<file path="config.mk">
export PLATFORM = sky130hd
export DESIGN_NAME = tv80_regctl
export DESIGN_NICKNAME = d
export VERILOG_FILES = /design/src/rtl/tv80_regctl_pkg.sv /design/src/rtl/tv80_regmap.sv /design/src/rtl/tv80_regctl.sv
export SDC_FILE = /design/constraint.sdc
export NUM_CORES = 1
export LEC_CHECK = 0
export CORE_MARGIN = 10
export CORE_UTILIZATION = 35
export DETAILED_ROUTE_END_ITERATION = 10
export PLACE_DENSITY = 0.67
export REMOVE_ABC_BUFFERS = 1
export SLEW_MARGIN = 20
export SYNTH_ARGS = -nofsm -noshare
export SYNTH_HDL_FRONTEND = slang
export SYNTH_SLANG_ARGS = --single-unit
</file>
<file path="constraint.sdc">
create_clock -name clk_i -period 3.6 [get_ports clk_i]
set_input_delay 0.72 -clock clk_i [delete_from_list [all_inputs] [get_ports clk_i]]
set_output_delay 0.72 -clock clk_i [all_outputs]
set_load 0.05 [all_outputs]
</file>
<file path="src/rtl/tv80_regctl_pkg.sv">
// tv80_regctl_pkg: pair codes, fixed physical indices and sequencer states
package tv80_regctl_pkg;
    typedef enum logic [1:0] {
        PAIR_BC = 2'd0,
        PAIR_DE = 2'd1,
        PAIR_HL = 2'd2,
        PAIR_XY = 2'd3
    } pair_e;

    localparam logic [2:0] PHYS_IX = 3'd3;
    localparam logic [2:0] PHYS_IY = 3'd7;

    typedef enum logic [1:0] {
        ST_IDLE = 2'd0,
        ST_RD   = 2'd1,
        ST_WR   = 2'd2
    } state_e;
endpackage

</file>
<file path="src/rtl/tv80_regmap.sv">
// tv80_regmap: logical pair to physical register-file index
module tv80_regmap
    import tv80_regctl_pkg::*;
(
    input  logic [1:0] pair_i,
    input  logic       bank_i,
    input  logic       swap_i,
    input  logic       xy_sel_i,
    output logic [2:0] addr_o
);
    // BC/DE/HL live in the active bank; DE and HL trade places when swapped; XY ignores both
    always_comb addr_o = (pair_i == PAIR_BC) ? {bank_i, 2'b00} :
                         (pair_i == PAIR_DE) ? {bank_i, swap_i ? 2'b10 : 2'b01} :
                         (pair_i == PAIR_HL) ? {bank_i, swap_i ? 2'b01 : 2'b10} :
                         (xy_sel_i ? PHYS_IY : PHYS_IX);
endmodule

</file>
<file path="src/rtl/tv80_regctl.sv">
// tv80_regctl: register-file port control with bank/swap tracking and 16-bit inc/dec sequencer
module tv80_regctl
    import tv80_regctl_pkg::*;
(
    input  logic        clk_i,
    input  logic        rst_ni,
    input  logic        cen_i,
    input  logic [1:0]  sel_a_i,
    input  logic [1:0]  sel_b_i,
    input  logic [1:0]  sel_c_i,
    input  logic        xy_sel_i,
    input  logic        exx_i,
    input  logic        ex_dehl_i,
    input  logic        wr_req_i,
    input  logic [1:0]  wr_pair_i,
    input  logic        wr_hi_i,
    input  logic        wr_lo_i,
    input  logic [15:0] wr_data_i,
    input  logic        id_req_i,
    input  logic [1:0]  id_pair_i,
    input  logic        id_dec_i,
    input  logic [7:0]  doah_i,
    input  logic [7:0]  doal_i,
    output logic [2:0]  addr_a_o,
    output logic [2:0]  addr_b_o,
    output logic [2:0]  addr_c_o,
    output logic [7:0]  dih_o,
    output logic [7:0]  dil_o,
    output logic        weh_o,
    output logic        wel_o,
    output logic        id_busy_o,
    output logic        id_done_o,
    output logic        id_zero_o,
    output logic        alt_bank_o,
    output logic        wr_err_o
);
    state_e      state_q;
    logic        alt_q;
    logic [1:0]  swap_q;
    logic [2:0]  id_addr_q;
    logic        id_dec_q;
    logic [15:0] cap_q;
    logic        wr_err_q;

    logic        swap_cur;
    logic [2:0]  map_a, map_wr, map_id;
    logic [15:0] res;
    logic        idle, in_wr;

    assign swap_cur = swap_q[alt_q];
    assign idle     = (state_q == ST_IDLE);
    assign in_wr    = (state_q == ST_WR);
    assign res      = id_dec_q ? cap_q - 16'd1 : cap_q + 16'd1;

    tv80_regmap u_map_a  (.pair_i(sel_a_i),   .bank_i(alt_q), .swap_i(swap_cur), .xy_sel_i(xy_sel_i), .addr_o(map_a));
    tv80_regmap u_map_b  (.pair_i(sel_b_i),   .bank_i(alt_q), .swap_i(swap_cur), .xy_sel_i(xy_sel_i), .addr_o(addr_b_o));
    tv80_regmap u_map_c  (.pair_i(sel_c_i),   .bank_i(alt_q), .swap_i(swap_cur), .xy_sel_i(xy_sel_i), .addr_o(addr_c_o));
    tv80_regmap u_map_wr (.pair_i(wr_pair_i), .bank_i(alt_q), .swap_i(swap_cur), .xy_sel_i(xy_sel_i), .addr_o(map_wr));
    tv80_regmap u_map_id (.pair_i(id_pair_i), .bank_i(alt_q), .swap_i(swap_cur), .xy_sel_i(xy_sel_i), .addr_o(map_id));

    // Port A belongs to the sequencer while busy, then to a pending byte write, then to sel_a
    always_comb begin
        addr_a_o = !idle ? id_addr_q : (wr_req_i ? map_wr : map_a);
        weh_o    = cen_i & ((idle & wr_req_i & wr_hi_i) | in_wr);
        wel_o    = cen_i & ((idle & wr_req_i & wr_lo_i) | in_wr);
        dih_o    = in_wr ? res[15:8] : wr_data_i[15:8];
        dil_o    = in_wr ? res[7:0]  : wr_data_i[7:0];
    end

    assign id_busy_o  = !idle;
    assign id_done_o  = in_wr;
    assign id_zero_o  = in_wr && (res == 16'h0000);
    assign alt_bank_o = alt_q;
    assign wr_err_o   = wr_err_q;

    // Bank/swap flags, sticky write error and the read-modify-write sequencer
    always_ff @(posedge clk_i or negedge rst_ni) begin
        if (!rst_ni) begin
            state_q   <= ST_IDLE;
            alt_q     <= 1'b0;
            swap_q    <= 2'b00;
            id_addr_q <= 3'd0;
            id_dec_q  <= 1'b0;
            cap_q     <= 16'h0000;
            wr_err_q  <= 1'b0;
        end else if (cen_i) begin
            if (ex_dehl_i) swap_q[alt_q] <= ~swap_q[alt_q];
            if (exx_i) alt_q <= ~alt_q;
            if (wr_req_i && !idle) wr_err_q <= 1'b1;
            case (state_q)
                ST_IDLE: if (id_req_i && !wr_req_i) begin
                    state_q   <= ST_RD;
                    id_addr_q <= map_id;
                    id_dec_q  <= id_dec_i;
                end
                ST_RD: begin
                    cap_q   <= {doah_i, doal_i};
                    state_q <= ST_WR;
                end
                default: state_q <= ST_IDLE;
            endcase
        end
    end
endmodule

</file>
==> out/qor.yml <==
run_status:
  status: "complete, but fails checks"
  violations: "setup timing"
sta:
  setup_violations: 1
  grt_setup_unrepaired: "true"
  tightest_slew_ps: 784
  hold_viol: 0
  fmax_mhz: 272
  worst_slack_ps: -73.1
  finalClockSkew_ps: 5.45
  period_share_pct: 102
  slew_violations: 0
  period_needed_ps: 3670
  maxSlewHeadroom_pct: 47.6
synth:
  yosysSeqAreaShare_pct: 30.2
  synth_cell_types: 41
  syn-cell-area_sq_um: 2150
  yosysWarnings: 0
  syn-instance-count: 230
  postSynthAreaPerCell_sq_um: 9.36
  ys_ff_latch: 26
power:
  switchingPower_mw: 1.35
  ir_drop_v: 0.000573
  powerDensity_nw_per_um2: 840
  power_frac_clock_pct: 8.1
  p_sw_share_pct: 45.9
  power_frac_comb_pct: 74.3
  total_power_mw: 2.94
  p_int_mw: 1.59
  pwr-share-seq_pct: 17.6
  leakagePower_nw: 1.44
placed_design:
  port_buffers: 84
  place_congestion: 0.771
  dpl.hpwl_um: 4740
  postPlaceCellArea_sq_um: 3200
  dp_cells: 388
setup_path:
  start_kind: "register"
  path_class: "reg2out"
  worstRegToRegCells: 4
  crit_end: "id_zero_o"
  worstPathMaxFanout: 6
  r2r_end: "id_dec_q"
  cp.arrival_ps: 2950
  cp-end-kind: "output pin"
  reg2reg_from: "state_q[1]"
  setup.worst_path.start: "id_dec_q"
  required_ps: 2880
  ff2ff_setup_slack_ps: 1760
clocking:
  cts_buffers: 3
  h-tree-depth: 1
  clkSinkCount: 26
  hold_buffers: 0
  clock_latency_ps: 270
  clkTransAtPathRegs_ps: 90
  clock_path_buffers: 2
  tritoncts: "done"
  cts-root-buf: "clkbuf_8"
floorplan:
  die_area_sq_um: 9690
  die_h_um: 98.4
  start_util_pct: 36.2
  dieWidth_um: 98.4
  io-pin-count: 85
  core_sq_um: 5960
  placementRows: 28
routing:
  first_pass_iters: 4
  wire_per_inst_um: 15.0
  drt_wl_total_um: 5950
  via_count: 2009
  drt.antenna.violating_nets: 0
  drc_errors: 0
  drt-initial-drc-count: 41
  avgViaCountPerCell: 5.07
grt:
  grt_pass1_vias: 2192
  grt_max_degree: 32
  gr-usage-all-layers_pct: 12.2
  grt_antenna_before_repair: 0
  gr-total-overflow: 0
  grt_first_pass_wirelength_um: 10200
hold_path:
  hp-class: "reg2reg"
cells_and_area:
  final_cells: 396
  area_growth_pct: 62.6
  num_antenna_cells: 0
  fin_area_sq_um: 3500
  drive_gt1_share_pct: 28.7
  final_nets: 391
job:
  cap_violations: 0
how the worst min path moves through the flow:
stage / end / from / slack [ps] / cells after the start
2_1_floorplan: alt_bank_o / rst_ni / 420 / 0
3_3_place_gp: wr_err_o / wr_err_o / 460 / 1
3_5_place_dp: wr_err_o / wr_err_o / 460 / 1
4_1_cts: wr_err_o / wr_err_o / 490 / 1
5_1_grt: wr_err_o / wr_err_o / 510 / 1
6_report: wr_err_o / wr_err_o / 490 / 1
layout make-up:
type                       instances  area [sq um]
timing repair buffer              94          1020
multi-input combinational        189          1630
inverter                           8          30.0
clock inverter                     1          30.0
sequential                        26           652
tap                               75          93.8
fill                             516          2450
clock buffer                       3          41.3
timing repair:
| item | 4_1_cts | 5_1_grt |
|---|---|---|
| pin swaps | 13 | 9 |
| gates resized for setup | 25 | 9 |
| endpoints found under the setup margin | 6 | 6 |
| setup buffers | 3 | 1 |
logic make-up after synthesis:
group / share of synthesized area (%)
and+or+nand+nor: 13.4
AOI/OAI and AO/OA: 19.2
muxes: 17.7
DFF: 30.2
xor gates and xnor gates: 7.26
adders and majority gates: 9.65
buffers and inverters: 2.62
power by group through the flow:
stage,logic [mW],clock network (mW),registers (mW)
finish,2.19,0.238,0.518
global route,2.37,0.261,0.537
CTS,2.11,0.244,0.518
detailed placement,1.90,0,0.498
global placement,1.89,0,0.497
floorplan,1.38,0,0.507
critical path, cell delays in order (launching register included):
cell and delay [ps]:
dfrtp_2 520, buf_6 180, ha_4 190, a2111oi_4 330
a21oi_2 70, o21a_4 150, a21o_1 180, a21oi_1 190
xor2_1 240, nand4_1 130, and4bb_1 340, buf_12 150
synthesized netlist by cell type:
cell type	instances	area (sq um)
a31o_2	1	8.76
mux2i_2	1	13.8
a211oi_1	3	22.5
nor4_2	1	12.5
fa_1	1	20.0
dfrtp_1	26	651
nor2b_1	1	6.26
mux2i_1	4	40.0
inv_1	8	30.0
o2bb2ai_1	1	8.76
a21oi_2	2	17.5
nor2_1	17	63.8
o21bai_1	3	22.5
xor2_1	9	78.8
xnor2_1	7	61.3
or2_2	1	6.26
xnor2_2	1	16.3
o21a_4	1	15.0
o22ai_1	2	12.5
nand4_1	2	12.5
a21oi_1	14	70.1
nand3_1	7	35.0
a21o_1	4	30.0
ha_1	15	188
a2111oi_4	1	27.5
mux2_2	25	282
clkbuf_1	7	26.3
nand2b_1	1	6.26
a2111o_1	1	11.3
nand2_1	31	116
or3b_1	1	8.76
o21ai_0	18	90.1
nor3b_1	1	7.51
o21ai_1	2	10.0
and4bb_1	1	12.5
o21a_1	2	15.0
a2111oi_2	1	15.0
a211o_1	2	17.5
o31ai_1	1	7.51
mux4_2	2	45.0
o31ai_2	1	12.5
sequential cells by signal, indices dropped and copies added (netlist names):
signal      flops
alt_bank_o      1
cap_q          16
id_addr_q       3
id_dec_q        1
state_q         2
swap_q          2
wr_err_o        1
placed cells by master (no fill, tap or decap), types with 2 or more instances in the layout:
| cell | netlist | final |
|---|---|---|
| buf_4 | 0 | 13 |
| a21oi_2 | 2 | 3 |
| nand4_1 | 2 | 2 |
| mux2_2 | 25 | 25 |
| o21ai_0 | 18 | 16 |
| a21oi_1 | 14 | 12 |
| xor2_1 | 9 | 8 |
| a211o_1 | 2 | 2 |
| nand3_1 | 7 | 7 |
| ha_2 | 0 | 2 |
| a21o_1 | 4 | 4 |
| o21ai_2 | 0 | 2 |
| o22ai_1 | 2 | 2 |
| xnor2_1 | 7 | 7 |
| nor2_1 | 17 | 16 |
| mux4_2 | 2 | 2 |
| o21bai_1 | 3 | 3 |
| clkdlybuf4s50_1 | 0 | 68 |
| inv_1 | 8 | 8 |
| a2111oi_4 | 1 | 2 |
| clkbuf_8 | 0 | 3 |
| buf_12 | 0 | 11 |
| o21a_1 | 2 | 2 |
| ha_4 | 0 | 9 |
| a211oi_2 | 0 | 3 |
| dfrtp_1 | 26 | 25 |
| buf_6 | 0 | 2 |
| nand2_1 | 31 | 31 |
| o21ai_1 | 2 | 2 |
| ha_1 | 15 | 4 |
| mux2i_1 | 4 | 4 |
metrics by stage:
step / util (%) / hold WS, ps / setup TNS (ps) / setup slack (ps)
2_1_floorplan: - / 424 / -1910 / -455
3_3_place_gp: 53.8 / 458 / 0 / 108
3_5_place_dp: 53.8 / 465 / 0 / 55.8
4_1_cts: 58.1 / 488 / -31.2 / -31.2
5_1_grt: 58.8 / 510 / -321 / -187
6_report: 58.8 / 489 / -73.1 / -73.1
routing by layer:
layer,vias up,track usage (%),wire (um)
li1,1012,-,-
met1,901,14.1,2500
met2,85,19.4,2620
met3,11,5.87,718
met4,0,4.19,113
met5,-,0,0
Power figures use the tool's default switching activity.
